<file path="config.mk">
export PLATFORM = sky130hd
export DESIGN_NAME = serial_demux32
export DESIGN_NICKNAME = d
export VERILOG_FILES = /design/src/rtl/serial_demux_pkg.sv /design/src/rtl/demux_dec5.sv /design/src/rtl/serial_demux32.sv
export SDC_FILE = /design/constraint.sdc
export NUM_CORES = 1
export LEC_CHECK = 0
export CORE_MARGIN = 4
export CORE_UTILIZATION = 48
export DETAILED_ROUTE_END_ITERATION = 6
export GPL_ROUTABILITY_DRIVEN = 0
export PLACE_DENSITY = 0.78
export SLEW_MARGIN = 20
export SYNTH_ARGS = -nofsm -noshare
export SYNTH_HDL_FRONTEND = slang
export SYNTH_HIERARCHICAL = 1
export SYNTH_SLANG_ARGS = --single-unit
</file>
<file path="constraint.sdc">
create_clock -name clk -period 2.34 [get_ports clk]
set_clock_uncertainty 0.15 [all_clocks]
set_input_delay 0.585 -clock clk [delete_from_list [all_inputs] [get_ports clk]]
set_output_delay 0.585 -clock clk [all_outputs]
set_load 0.05 [all_outputs]
</file>
<file path="src/rtl/serial_demux_pkg.sv">
// Shared types and constants for the serial_demux32 block.
// The state encoding and word geometry live here so the decoder,
// the top level and any future siblings agree on them.
package serial_demux_pkg;

   localparam int DATA_W = 32;
   localparam int SEL_W  = 5;

   typedef enum logic {
      FILL = 1'b0,
      HOLD = 1'b1
   } state_t;

endpackage

</file>
<file path="src/rtl/demux_dec5.sv">
// 5-to-32 one-hot decoder used as the per-bit write enable of the
// serial demultiplexer. With en low every output bit stays low.
module demux_dec5
   import serial_demux_pkg::*;
(
   input  logic [SEL_W-1:0]  idx,
   input  logic              en,
   output logic [DATA_W-1:0] onehot
);

   // Raise exactly one enable line for the addressed bit position.
   always_comb begin
      onehot = '0;
      if (en) begin
         onehot[idx] = 1'b1;
      end
   end

endmodule

</file>
<file path="src/rtl/serial_demux32.sv">
// Serial-to-parallel demultiplexer: bits arrive one at a time and are
// written either at an internal auto-incrementing pointer or at an
// explicit position, until every one of the 32 positions has been
// written at least once. The finished word is then held until the
// consumer takes it.
// Optional feature: define SERIAL_DEMUX_PARITY_EN to add out_parity,
// the XOR of the completed word captured on entry to HOLD.
module serial_demux32
   import serial_demux_pkg::*;
(
   input  logic              clk,
   input  logic              rst,
   input  logic              din,
   input  logic              din_valid,
   output logic              din_ready,
   input  logic [SEL_W-1:0]  sel,
   input  logic              auto_inc,
   input  logic              clear,
   output logic [DATA_W-1:0] out,
   output logic              out_valid,
`ifdef SERIAL_DEMUX_PARITY_EN
   output logic              out_parity,
`endif
   input  logic              out_ready
);

   state_t              state;
   state_t              next_state;
   logic [DATA_W-1:0]   mask;
   logic [SEL_W-1:0]    ptr;
   logic [SEL_W-1:0]    pos;
   logic                wr;
   logic [DATA_W-1:0]   wr_oh;
   logic [DATA_W-1:0]   out_next;
   logic                done;
   logic                restart;

   // Handshake outputs come straight from the state register.
   assign din_ready = (state == FILL);
   assign out_valid = (state == HOLD);

   // A write happens only while filling, and an abort suppresses it.
   assign pos      = auto_inc ? ptr : sel;
   assign wr       = din_valid && (state == FILL) && !clear;
   assign out_next = (out & ~wr_oh) | ({DATA_W{din}} & wr_oh);

   // The frame is complete when this write fills the last unset position,
   // independent of which addressing mode produced each bit.
   assign done    = wr && (&(mask | wr_oh));
   assign restart = clear || ((state == HOLD) && out_ready);

   demux_dec5 u_dec (
      .idx    (pos),
      .en     (wr),
      .onehot (wr_oh)
   );

   // State register.
   always_ff @(posedge clk or posedge rst) begin
      if (rst) begin
         state <= FILL;
      end else begin
         state <= next_state;
      end
   end

   // Next-state logic; an abort always returns to FILL and wins over everything.
   always_comb begin
      next_state = state;
      unique case (state)
         FILL: if (done)      next_state = HOLD;
         HOLD: if (out_ready) next_state = FILL;
         default:             next_state = FILL;
      endcase
      if (clear) begin
         next_state = FILL;
      end
   end

   // Data word: written bits replace their position, everything else holds.
   always_ff @(posedge clk or posedge rst) begin
      if (rst) begin
         out <= '0;
      end else begin
         out <= out_next;
      end
   end

   // Written-position tracking and the auto pointer, both reset when a frame ends.
   always_ff @(posedge clk or posedge rst) begin
      if (rst) begin
         mask <= '0;
         ptr  <= '0;
      end else if (restart) begin
         mask <= '0;
         ptr  <= '0;
      end else begin
         mask <= mask | wr_oh;
         if (wr && auto_inc) begin
            ptr <= ptr + SEL_W'(1);
         end
      end
   end

`ifdef SERIAL_DEMUX_PARITY_EN
   // Parity is captured from the completed word on the edge that enters HOLD.
   always_ff @(posedge clk or posedge rst) begin
      if (rst) begin
         out_parity <= 1'b0;
      end else if ((state == FILL) && (next_state == HOLD)) begin
         out_parity <= ^out_next;
      end
   end
`endif

endmodule

</file>
==> summary.md <==
| Metric | Value |
|---|---|
| Outcome | complete, but fails checks |
| Failing checks | setup timing |
| Area fraction in compound gates after synthesis | less than 1% |
| Number of violations reported at the end of detailed-routing iteration 0 | ~150 |
| Worst Reg2Reg Path Length in Cells | 8 |
| Final wirelength | 8190 um |
| Maximum fanout along the worst path | 6 |
| Boundary Pins | 46 |
| Count of different cell masters after synthesis | 25 |
| Via-per-instance ratio | 5.27 |
| Worst EP required | 2.46 ns |
| Die boundary width | 85.6 um |
| Post-route worst setup slack | -0.126 ns |
| Clock latency reported for the late side of the worst-skew pair | ~0.36 ns |
| WP data arrival | 2.59 ns |
| TritonCTS Sinks | 70 |
| Number of fillers in the final layout | ~360 |
| Avg Inst Size Synth | 11.3 um2 |
| TritonCTS clock tree | done |
| Crit path capture type | flip-flop |
| Slew at the pin closest to its max-slew limit | slightly above 0.5 ns |
| Net Count, Synth | 270 |
| Register-to-Register Setup Slack | -0.07 ns |
| Combinational family with the most area after synthesis | simple AND/OR/NAND/NOR gates |
| Pin count of the biggest net entering global routing | 71 |
| CTS clk-pin slew, worst paths | 0.08 ns |
| Area Overhead vs Synth | 57.8% |
| Maximum clock path buffer count | 2 |
| Number of synthesized register bits | 70 |
| Simple-gate portion of the synthesized area | between 20 and 25% |
| Endpoint of the worst setup timing path | out_valid |
| Maximum achievable frequency | a little over 400 MHz |
| Fraction of the mapped netlist area in adder cells | less than 1% |
| Post-cts hold buffer count | 0 |
| Die Outline Area | about 7300 um2 |
| XOR/XNOR Fraction of Synth Area | roughly 1.2% |
| Path category of the worst min-delay check | reg2reg |
| Headroom to the max-slew limit | 65.3% |
| Share of cell area taken by muxes after synthesis | 14.7% |
| Sequential share of the synthesized area | between 60% and 70% |
| Startpoint of the most critical setup path | auto_inc |
| Crit path launch type | input port |
| Post-synthesis cell area | between 2000 and 3000 um2 |
| Number of I/O port buffers | 45 |
| Number of nets in the final layout | 411 |
| RR Endpoint | out_valid |
| Detailed-routing iteration count for the pre-antenna-repair pass | 4 |
| Final setup viols | 1 |
| Leakage power of the design | ~2.2 nW |
| Total power density per cell area | between 600 and 700 nW/um2 |
| Final count of pins violating max slew | 0 |
| Ratio of final minimum period to clock period | 105% |
| Type of the worst setup path | in2reg |
| Core Area | slightly below 6000 um2 |
| Placed standard-cell area | 4060 um2 |
| Endpoints failing hold | 0 |
| Number of buffers inserted during clock tree synthesis | 9 |
| Overflow left after global routing | 0 |
| Global-route total usage across every layer | between 20% and 30% |
| Number of diodes | 0 |
| Number of cells produced by synthesis | between 200 and 300 |
| Placed Cells | between 400 and 500 |
| Remaining antenna violation count | 0 |
| H-tree levels | 3 |
| Min Clock Period, post-route | 2.47 ns |
| Largest voltage drop on the vdd net | 0.418 mV |
| Root Buffer | clkbuf_8 |
| Number of antenna violations at the first check in global routing | 0 |
| Total number of yosys warnings | 6 |
| Std cell rows | 28 |
| Design Area, Final | 4570 um2 |
| Wire per inst | roughly 17 um |
| Maxcap violations | 0 |
| Final HPWL from detailed placement | about 5000 um |
| # DRC | 0 |
| Overall die height | about 86 um |
| Worst Min Path Start | mask[22] |
| Vias in the first global route | around 2,800 |
| Unrepaired setup endpoints after global routing | yes |
| Critical register-to-register path startpoint | ptr[2] |
| Share of post-route cells with drive strength above 1 | a little under half |
| Initial standard-cell utilization of the core | around half |
| Total number of vias | between 2,000 and 3,000 |
| First-pass GRT wire length | around 13,000 um |
| Final non-filler cell total | 478 |
## metrics by stage
stage	worst slack [ns]	TNS, ns	total power [mW]	hold slack [ns]	util [%]
6_report	-0.126	-0.126	2.97	0.340	77.6
3_3_place_gp	-0.954	-27.98	1.94	0.308	68.9
4_1_cts	-0.0583	-0.0583	2.97	0.332	76.7
3_5_place_dp	-1.04	-31.14	1.96	0.316	68.9
2_1_floorplan	-0.311	-0.384	1.72	0.293	-
5_1_grt	-0.152	-0.152	3.07	0.367	77.6
## synth_stat cells
cell type    n  share of area [%]
o32ai_2      1               0.56
clkbuf_1     9                1.2
nor3_1       1               0.17
mux2_2      37                 14
nand4_1      5                1.1
mux2i_1      1               0.35
inv_1        2               0.26
or3b_1       1               0.30
and4bb_4     1               0.56
nand2_1      2               0.26
or4b_1       1               0.35
nor3b_2      1               0.43
nand4bb_1    3                1.2
nand2b_1     2               0.43
a21o_2       1               0.30
nand4b_1     3               0.91
or3_1        1               0.22
or2_2        1               0.22
xnor2_1      1               0.30
nor2_1     101                 13
xor2_1       3               0.91
buf_1        2               0.26
dfrtp_1     70                 61
nor4_1       6                1.3
ha_1         1               0.43
## critical path, stage by stage
cell     delay (ns)
buf_8          0.11
buf_6          0.12
mux2_4         0.30
or2_4          0.31
nor2_4         0.15
nor2_2         0.06
or3b_1         0.38
or3_1          0.33
o32ai_2        0.24
## how the worst min path moves through the flow
stage                     to  slack (ns)  cells after the start
floorplan           mask[17]        0.29                      2
global placement    mask[29]        0.31                      2
detailed placement  mask[22]        0.32                      2
CTS                 mask[22]        0.33                      2
global route        mask[21]        0.37                      2
finish              mask[22]        0.34                      2
## per-layer routing
layer	vias to the layer above	GRT usage [%]	routed length, um
li1	1142	-	-
met1	1268	27.3	3220
met2	84	42.7	4420
met3	27	4.51	288
met4	0	12.4	260
met5	-	0	0
## cells in the final DEF (no fill, tap or decap), drive strengths merged
cell type      instances
mux2i                  1
or2                    1
dlygate4sd2            4
nor2                 101
or3b                   1
mux2                  37
o32ai                  1
buf                   99
clkdlybuf4s15          3
a21o                   1
nand2                  2
or3                    1
nand4bb                3
xor2                   3
clkinv                 1
clkbuf                13
clkinvlp               2
clkdlybuf4s50         35
nor4                   6
dfrtp                 70
bufinv                 1
nand2b                 2
nand4b                 3
nor3                   1
nor3b                  1
ha                     1
nand4                  5
or4b                   1
inv                    1
and4bb                 1
xnor2                  1
## where the power goes
part           internal [mW]  leakage (nW)  switching (mW)
Sequential              1.28         0.960          0.0378
Combinational          0.251          1.11           0.395
Clock                  0.550        0.0996           0.460
Total                   2.08          2.17           0.893
## repair_timing
item                       in CTS  in global routing
pin swaps                      26                 10
gates resized for setup        43                 10
buffers inserted               18                  2
setup endpoints to repair      50                  1
## kinds of logic (layout without fill, tap and decap cells)
kind of cell             count (synthesis)  count (layout)
AO/OA/AOI/OAI                            2               2
XOR/XNOR                                 4               4
adder cells (fa/ha/maj)                  1               1
buffers and inverters                   13             159
flip-flops                              70              70
multiplexers                            38              38
AND/OR/NAND/NOR                        129             129
## layout make-up
type	instances	area (um2)	share of cell area (%)
Clock inverter	3	42.5	0.932
Clock buffer	13	159	3.48
Sequential cell	70	1750	38.4
Tap cell	75	93.8	2.06
Timing Repair Buffer	141	1190	26.1
Multi-Input combinational cell	174	1310	28.8
Inverter	2	11.3	0.247
(Power assumes the default switching activity.)
